`config.mk`:
```
export PLATFORM = sky130hd
export DESIGN_NAME = pipe_stage_latch
export DESIGN_NICKNAME = d
export VERILOG_FILES = /design/src/rtl/pipe_stage_latch.sv
export SDC_FILE = /design/constraint.sdc
export NUM_CORES = 1
export LEC_CHECK = 0
export ABC_AREA = 1
export CELL_PAD_IN_SITES_DETAIL_PLACEMENT = 0
export CELL_PAD_IN_SITES_GLOBAL_PLACEMENT = 1
export CORE_ASPECT_RATIO = 1.75
export CORE_MARGIN = 2
export CORE_UTILIZATION = 40
export CTS_BUF_LIST = sky130_fd_sc_hd__clkbuf_2
export DETAILED_ROUTE_END_ITERATION = 12
export HOLD_SLACK_MARGIN = 0.06
export PLACE_DENSITY = 0.92
export SLEW_MARGIN = 20
export SYNTH_ARGS = -nofsm -noshare
export SYNTH_HDL_FRONTEND = slang
export SYNTH_SLANG_ARGS = --single-unit
```
`constraint.sdc`:
```
create_clock -name clock -period 2.2 [get_ports clock]
set_clock_uncertainty 0.15 [all_clocks]
set_input_delay 0.22 -clock clock [delete_from_list [all_inputs] [get_ports clock]]
set_output_delay 0.22 -clock clock [all_outputs]
set_load 0.05 [all_outputs]
```
`src/rtl/pipe_stage_latch.sv`:
```
// Purpose: two-entry pipeline stage register (main + skid) with flush and optional bubble gating.
// Latency: one cycle from input transfer to outValid when the stage is empty.
// Backpressure: inReady is a registered !skid.valid, so it has no combinational path from outReady.
module pipe_stage_latch #(
    parameter int DATA_WIDTH     = 32,
    parameter int REG_ADDR_WIDTH = 5,
    parameter int GATE_BUBBLES   = 1
) (
    input  logic                      clock,
    input  logic                      reset,
    input  logic                      inValid,
    output logic                      inReady,
    input  logic [DATA_WIDTH-1:0]     oIn,
    input  logic [DATA_WIDTH-1:0]     dIn,
    input  logic [REG_ADDR_WIDTH-1:0] rdIn,
    input  logic                      wMemIn,
    input  logic                      wRegIn,
    input  logic                      lwIn,
    input  logic                      flush,
    output logic                      outValid,
    input  logic                      outReady,
    output logic [DATA_WIDTH-1:0]     oOut,
    output logic [DATA_WIDTH-1:0]     dOut,
    output logic [REG_ADDR_WIDTH-1:0] rdOut,
    output logic                      wMemOut,
    output logic                      wRegOut,
    output logic                      lwOut,
    output logic [1:0]                occupancy
);

    // One held instruction: payload plus its control flags.
    typedef struct packed {
        logic [DATA_WIDTH-1:0]     o;
        logic [DATA_WIDTH-1:0]     d;
        logic [REG_ADDR_WIDTH-1:0] rd;
        logic                      wmem;
        logic                      wreg;
        logic                      lw;
    } entry_t;

    entry_t main_q, main_d;
    entry_t skid_q, skid_d;
    logic   main_vld_q, main_vld_d;
    logic   skid_vld_q, skid_vld_d;

    entry_t in_ent;
    logic   in_xfer;
    logic   out_xfer;
    logic   gate_bubble;

    // Pack the upstream fields into one entry.
    always_comb begin
        in_ent      = '0;
        in_ent.o    = oIn;
        in_ent.d    = dIn;
        in_ent.rd   = rdIn;
        in_ent.wmem = wMemIn;
        in_ent.wreg = wRegIn;
        in_ent.lw   = lwIn;
    end

    // The skid valid bit alone decides readiness; it is a flop output.
    assign inReady  = ~skid_vld_q;
    assign outValid = main_vld_q;
    assign in_xfer  = inValid & ~skid_vld_q;
    assign out_xfer = main_vld_q & outReady;

    // Next-state selection: flush wins, then skid refill, then accept/drain.
    always_comb begin
        main_d     = main_q;
        skid_d     = skid_q;
        main_vld_d = main_vld_q;
        skid_vld_d = skid_vld_q;

        if (flush) begin
            // Kill both entries; payload data is left in place, only flags drop.
            main_vld_d  = 1'b0;
            skid_vld_d  = 1'b0;
            main_d.wmem = 1'b0;
            main_d.wreg = 1'b0;
            main_d.lw   = 1'b0;
            skid_d.wmem = 1'b0;
            skid_d.wreg = 1'b0;
            skid_d.lw   = 1'b0;
        end else if (skid_vld_q) begin
            // Skid full: input is blocked; the older skid entry moves up when main leaves.
            if (out_xfer) begin
                main_d     = skid_q;
                main_vld_d = 1'b1;
                skid_vld_d = 1'b0;
            end
        end else if (in_xfer) begin
            if (!main_vld_q || out_xfer) begin
                // Main is free (or being freed this cycle): new entry goes straight to main.
                main_d     = in_ent;
                main_vld_d = 1'b1;
            end else begin
                // Main is stalled: park the new entry in the skid.
                skid_d     = in_ent;
                skid_vld_d = 1'b1;
            end
        end else if (out_xfer) begin
            main_vld_d = 1'b0;
        end
    end

    // State registers with asynchronous clear of valid bits and all fields.
    always_ff @(posedge clock or negedge reset) begin
        if (!reset) begin
            main_q     <= '0;
            skid_q     <= '0;
            main_vld_q <= 1'b0;
            skid_vld_q <= 1'b0;
        end else begin
            main_q     <= main_d;
            skid_q     <= skid_d;
            main_vld_q <= main_vld_d;
            skid_vld_q <= skid_vld_d;
        end
    end

    // Bubble gating hides stale control and rd fields from downstream when enabled.
    assign gate_bubble = (GATE_BUBBLES != 0) && !main_vld_q;

    assign oOut      = main_q.o;
    assign dOut      = main_q.d;
    assign rdOut     = gate_bubble ? '0 : main_q.rd;
    assign wMemOut   = gate_bubble ? 1'b0 : main_q.wmem;
    assign wRegOut   = gate_bubble ? 1'b0 : main_q.wreg;
    assign lwOut     = gate_bubble ? 1'b0 : main_q.lw;
    assign occupancy = {1'b0, main_vld_q} + {1'b0, skid_vld_q};

endmodule

```
# [Word level (Yosys, flattened, before mapping)]
# Cells that the tools add are included.
[totals] rom_bits=0 n_memories=0 latch_bits=0 wordCells=62 regBits=146 ramBits=0 output_inout_bits=76 in_bits=77
[op_classes] magnitude_cmp=0 n_reduce_logical=13 n_bitwise=5 shift=0 eq_ne=5 multipliers=0 div_mod_pow=0 add_sub_neg=1 muxes=24
[op_table] cell="72-bit 2-to-1 mux" count=4
[op_table] cell="3-bit 2-to-1 mux" count=5
[op_table] cell="1-bit 2-to-1 mux" count=14
[op_table] cell="3-bit AND reduction" count=3
[op_table] cell="3-bit nonzero test" count=3
[op_table] cell="4-bit AND reduction" count=2
[op_table] cell="2-bit nonzero test" count=3
[op_table] cell="5-bit 2-to-1 mux" count=1
[op_table] cell="2-bit != test, second input constant" count=2
[op_table] cell="4-bit by 3-bit != test with 1-bit output, second input constant" count=1
[op_table] cell="3-bit by 2-bit != test with 1-bit output, second input constant" count=1
[op_table] cell="1-bit NOT" count=3
[op_table] cell="1-bit by 1-bit adder with 2-bit output" count=1
[op_table] cell="1-bit bitwise AND" count=2
[op_table] cell="2-bit by 1-bit != test with 1-bit output, second input constant" count=1
[op_table] cell="1-bit zero test" count=1
[op_table] cell="1-bit logical OR" count=1

# [Depth between registers and ports, before layout]
# Gate-level depths: netlist of the first run.
[depth] ltp_word=6 ltp_mapped=9 ltp_nobuf=7

# [Worst setup path after synthesis of the first run]
# Ideal clock, no wire load.
[synth_timing] kind="register to register" start="reg main_vld_q (netlist: outValid)" end="reg main_q (netlist bit dOut[10])" arrival_ns=1.513 required_ns=1.933 period_less_slack_ns=1.779 n_path_buf=2 stages_incl_launch_ff=8 setup_time_ns=0.117 slack_ns=0.421 cell_sequence="dfrtp_1 -> buf_4 -> nand2_1 -> o21ai_2 -> nand2_1 -> buf_2 -> nand2_1 -> nand2_1"
[synth_between] elab_chain_len=4 elab_cells_between_ends=6 classes_between="eq/ne: 1; bitwise: 1; reduce/logical: 4"
[synth_lines] item="start, declared" line="43" text="logic main_vld_q, main_vld_d;"
[synth_lines] item="start signal, assigned" line="117" text="main_vld_q <= main_vld_d;"
[synth_lines] item="1-bit bitwise AND or 1-bit zero test (tied branches)"
[synth_lines] item="1-bit logical OR" line="93" text="if (!main_vld_q || out_xfer) begin"
[synth_lines] item="2-bit nonzero test (no source line)"
[synth_lines] item="4-bit AND reduction (no source line) *"
[synth_lines] item="end signal, assigned" line="115" text="main_q <= main_d;"
[synth_lines] item="end, declared" line="41" text="entry_t main_q, main_d;"
# Mark *: on every way between the ends. The rest lies on a longest branch, timed or not.
# A chain may end at the register's enable or synchronous reset.

# [Worst setup path after layout of the first run]
[layout_timing] start="reg main_q (netlist bit oOut[13])" end="out oOut[13]"
[layout_lines] item="end, declared" line="22" text="output logic [DATA_WIDTH-1:0] oOut,"
# No word-level cell between the ends.

==> results of run 1 <==
==> kinds of logic (layout without fill, tap and decap cells) <==
kind of cell	Yosys count	after routing
compound gates	141	141
fa+ha+maj	1	1
buf+inv	200	365
flops	146	146
other cells	0	1
simple gates	396	396
==> flip-flops by register name, indices dropped and copies added, names as in the netlist <==
name	flops
dOut	32
main_q	8
skid_vld_q	1
skid_q	72
oOut	32
outValid	1
==> final timing paths <==
path / end / cells past startpoint / slack, ns
hold reg to reg: dOut[10]$_DFFE_PN0P_ / 2 / 0.34
min in group asynchronous: dOut[12]$_DFFE_PN0P_ / 4 / 0.49
setup / recovery: oOut[13] / 1 / 0.20
setup reg to reg: oOut[10]$_DFFE_PN0P_ / 6 / 0.33
hold / removal: outValid$_DFFE_PN0P_ / 4 / 0.20
max in group asynchronous: dOut[21]$_DFFE_PN0P_ / 4 / 1.08
==> power breakdown <==
part           internal (mW)  switching, mW
Combinational          0.979           2.01
Clock                  0.766          0.998
Sequential              3.39          0.398
Total                   5.14           3.41
==> per-layer routing <==
| metal | up-vias | global-route usage [%] |
|---|---|---|
| met3 | 29 | 3.19 |
| li1 | 3012 | - |
| met5 | - | 0 |
| met2 | 136 | 34.6 |
| met4 | 0 | 8.11 |
| met1 | 2849 | 24.8 |
==> timing repair <==
action	in CTS	in global routing
endpoints found under the setup margin	72	3
endpoints found under the hold margin	289	0
gates resized for setup	65	0
hold buffers	77	0
setup buffers	3	2
pin swaps	0	0
==> final cells by class <==
cell class	instances	area, um^2	share of cell area (%)
clock buffers	20	100	1.06
flip-flops and latches	146	3660	38.7
inverters	83	314	3.32
multi-input cells	538	2340	24.8
well taps	231	289	3.05
diodes	1	2.50	0.0264
repair buffers	250	2580	27.2
clock inverters	12	181	1.92
==> layout by cell type (no fill, tap or decap), types with 5 or more instances in the layout <==
cell type,count
buf_4,15
inv_1,82
dfrtp_1,144
nor2_1,5
clkbuf_2,20
o21ai_0,78
dlygate4sd2_1,64
nand3_1,76
dlygate4sd3_1,76
o21ai_1,60
clkdlybuf4s50_1,75
buf_12,19
nand2_1,312
==> metrics, run 1 <==
HPWL after DPL 10.9 mm; largest net degree at the start of global routing 70; nets 1114; fill cell count 1621; critical path's largest stage delay 0.58 ns; max_cap viols 0; crit path capture type output port; final non-filler cell total 1281; Critical Path AT 1.63 ns; mux contribution to synthesized area 0%; routed length on met3 609 um; clk sinks 146; Max VDD drop 0.459 mV; CTS Buffer Depth 2; unrepaired setup endpoints after global routing no; sequential area share after synthesis 51.9%; DR vias 6026; Critical Path RT 1.83 ns; area growth from synthesis to layout 34.4%; Ports 153; PD cells 903 mW/mm^2; post-synth top area share 51.9%; Overall Global Routing Usage 20.0%; fraction of layout cells with a size suffix above 1 7.05%; total gr overflow 0; Setup crit start kind flop; max-slew violation count 0; Die X 104 um; vias per cell 4.70; first-pass GRT wire length 30.3 mm; worst slack, placed 0.313 ns; Critical path buffers and inverters 1; core region area 0.0174 mm^2; adder-cell share of the synthesized area 0.178%; Residual DRC 0; Simple-Gate Fraction of Synth Area 22.5%; crit-path leading delay family buffers and inverters; Post-Route Setup TNS 0 ns; H-tree levels 4; clk_lat worst skew 0.65 ns; Final min period 2.00 ns; P_leak 4.84 nW; met2 WL post-DR 9.14 mm; Die H 180 um; Reg2Reg Launch Point skid_vld_q$_DFF_PN0_; HP Start outReady; Antenna Nets Post-Route 0; fin util 54.5%; number of global-route vias before repair 6051; Routed WL 17.8 mm; CTS tree built; Port Buf Inserts 152; most common cell in the netlist nand2_1; Max FO, Critical Path 2; top post-synthesis cells by area dfrtp_1 (52%), nand2_1 (17%), buf_4 (7.7%), o21ai_0 (5.5%), nand3_1 (5.5%); 1st-pass router iterations 5; Yosys top cell by area dfrtp_1; Most used DFF post-synth dfrtp_1; number of synthesized register bits 146; syn avg cell area 7.97 um^2; top post-synthesis cells by count nand2_1 (313), dfrtp_1 (146), inv_1 (82); Synth Area in Compound Gates 10.3%; placed cells 1166; syn_nets 962; Worst Max-Slew Pin Slew 0.555 ns; clock-pin slew on the worst setup and hold paths 0.23 ns; initial DRC count 245; Final Cycle Share 91.1%; Metal-1 WL 7.52 mm; count of cell types in the netlist 17; worst path cell trace dlygate4sd2_1; RD Place Congestion 0.767; initial antenna violation count 1; worst hold path type input pin to flop; setup ws final 0.197 ns; root buffer cell clkbuf_2; Top Metal Used met4; fmax 499 MHz; num rows 64; ys async rst share 100%; post-route cell area 0.00947 mm^2; Setup Crit Path Kind flop to output port; hold slack 0.201 ns; xor/xnor share of the synthesized area 0%; outcome finished, final reports clean; Slew headroom 63.1%; Critical-path top delay cell dlygate4sd2_1; Netlist Area Pre-Place 0.00704 mm^2; dpl cell area 0.00844 mm^2; Synthesis Warnings 0; Post-synth EDFFs 0; DIE AREA 0.0187 mm^2; Synth Instances 884; Starting Density 40.5%; Critical Path Start oOut[13]$_DFFE_PN0P_; largest family of logic cells by synthesized area simple AND/OR/NAND/NOR gates; CTS Buf Count 17; Pwr Total 8.54 mW; DR WL/cell 13.9 um; Final Hold Vio Count 0; Final Setup Violations 0
No activity file was read; power rests on OpenSTA's default activity.
==> run 2: changes to the inputs <==
CORE_UTILIZATION = 35   (was 40)
PLACE_DENSITY = 0.86   (was 0.92)
RECOVER_POWER = 50   (was unset)
TNS_END_PERCENT = 10   (was unset)
clock period = 1.7 ns   (was 2.2 ns; I/O delays follow)
==> metrics, run 2 (synthesis results as in run 1) <==
outcome finished, violations left; failing checks setup timing; vias per cell 4.64 (-1.3%); DIE AREA 0.0213 mm^2 (+14%); unrepaired setup endpoints after global routing yes; crit path capture type output port; worst hold path type flop to flop; Comb power frac 39.1% (+4.1 points); dpl cell area 0.00847 mm^2 (+0.37%); initial DRC count 310 (+27%); Final min period 2.10 ns; Final Cycle Share 123%; Reg2Reg Setup Slack -0.19 ns (-0.52 ns); setup ws final -0.395 ns (-0.592 ns); Critical Path RT 1.38 ns (-0.45 ns); root buffer cell clkbuf_2; Setup crit start kind flop; first-pass GRT wire length 29.7 mm (-2.0%); fmax 477 MHz; P_leak 5.09 nW (+5.3%); Ports 153 (unchanged); fraction of layout cells with a size suffix above 1 17.4% (+10 points); H-tree levels 4 (unchanged); Final Hold Vio Count 0 (unchanged); clk_lat worst skew 0.70 ns (+0.05 ns); hold slack 0.352 ns (+0.151 ns); Final Setup Violations 202 (+202); HP Start oOut[1]$_DFFE_PN0P_; largest net degree at the start of global routing 79 (+13%); Starting Density 35.7% (-4.9 points); reg2reg path depth 10 (+4); Antenna Nets Post-Route 0 (unchanged); Max VDD drop 0.546 mV (+19%); Sw Pwr 4.55 mW (+33%); Routed WL 19.2 mm (+7.9%); nets 1140 (+2.3%); num rows 68 (+6.3%); RR Endpoint skid_q[9]$_DFFE_PN0P_; max_cap viols 0 (unchanged); HPWL after DPL 11.6 mm (+6.3%); Slew headroom 27.4% (-36 points); clk sinks 146 (unchanged); Worst Max-Slew Pin Slew 1.09 ns (+0.534 ns); CTS tree built; Port Buf Inserts 152 (unchanged); Int Power 6.83 mW (+33%); post-route cell area 0.0101 mm^2 (+7.2%); commonest cells after routing, fill and taps aside nand2_1 (300), dfrtp_1 (144), dlygate4sd3_1 (77); core region area 0.0197 mm^2 (+14%); Pwr Total 11.4 mW (+33%); PD cells 1120 mW/mm^2 (+24%); RD Place Congestion 0.776 (+1.2%); switching share of total power 40.0% (+0.10 points); initial antenna violation count 1 (unchanged); Critical Path AT 1.78 ns (+0.15 ns); max-slew violation count 0 (unchanged); CTS Buffer Depth 2 (unchanged); DR WL/cell 14.5 um (+4.7%); clock-pin slew on the worst setup and hold paths 0.21 ns (-0.02 ns); Overall Global Routing Usage 17.4% (-2.6 points); Worst Hold End oOut[1]$_DFFE_PN0P_; Max FO, Critical Path 3 (+1); Die X 111 um (+6.6%); Die H 192 um (+6.8%); Reg2Reg Launch Point skid_vld_q$_DFF_PN0_; Largest Register skid_q; 1st-pass router iterations 5 (unchanged); CTS Buf Count 17 (unchanged); fill cell count 1840 (+14%); Clk pwr share 16.7% (-4.0 points); total gr overflow 0 (unchanged); flip-flop count of the largest register after layout 72 (unchanged); commonest non-fill, non-tap cell in the layout nand2_1; Sequential Power Share 44.2% (-0.2 points); Residual DRC 0 (unchanged); Setup Crit Path Kind flop to output port; area growth from synthesis to layout 44.0%; DR vias 6132 (+1.8%); number of global-route vias before repair 5900 (-2.5%); WHS Path Cells 2 (-2)
[run 2: repair_timing]
item	in CTS	in global routing
pin swaps	2	1
endpoints found under the setup margin	102	213
setup buffers	6	6
hold buffers	77	0
gates resized for setup	84	44
endpoints found under the hold margin	292	0
gates cloned	2	5
[run 2: through the flow]
step	setup slack [ns]	utilization, %	cells	setup TNS (ns)
floorplan	0.0975	-	884	0
global placement	-0.0450	42.9	1193	-0.129
detailed placement	-0.0798	42.9	1193	-1.25
CTS	-0.513	49.9	1309	-10.73
global route	-0.542	51.4	1321	-45.47
finish	-0.395	51.4	1321	-21.70
[run 2: power groups by stage]
stage	registers (mW)	clock network, mW	logic (mW)
final	5.03	1.90	4.45
after global routing	5.14	2.11	4.79
after CTS	5.00	1.99	4.36
after detailed placement	5.01	0	3.93
after global placement	4.99	0	3.86
after floorplan	4.84	0	3.16
[run 2: layout make-up]
type                            count  area [um^2]  area share (%)
Sequential cell                   146         3660            36.1
Timing Repair Buffer              276         3180            31.4
Multi-Input combinational cell    538         2440            24.1
Inverter                           83          339            3.34
Tap cell                          245          307            3.02
Clock inverter                     13          120            1.18
Clock buffer                       19         95.1           0.937
Antenna cell                        1         2.50          0.0247
[run 2: routing by layer]
metal	routed length, um	up-vias	global-route usage, %
li1	-	3066	-
met1	8220	2875	21.4
met2	9670	154	29.8
met3	665	37	2.84
met4	623	0	8.36
met5	0	-	0
[run 2: critical path, stage by stage (launching register included)]
cell and delay [ns]:
dfrtp_4 0.56, buf_16 0.14, ha_4 0.26, buf_12 0.12
[run 2: worst max-delay path by stage]
stage | from | end | slack [ns]
4_1_cts | skid_vld_q$_DFF_PN0_ | occupancy[0] | -0.51
3_5_place_dp | skid_vld_q$_DFF_PN0_ | dOut[16]$_DFFE_PN0P_ | -0.08
6_report | skid_vld_q$_DFF_PN0_ | occupancy[0] | -0.40
3_3_place_gp | skid_vld_q$_DFF_PN0_ | dOut[16]$_DFFE_PN0P_ | -0.04
2_1_floorplan | outValid$_DFFE_PN0P_ | dOut[10]$_DFFE_PN0P_ | 0.1
5_1_grt | skid_vld_q$_DFF_PN0_ | occupancy[0] | -0.54
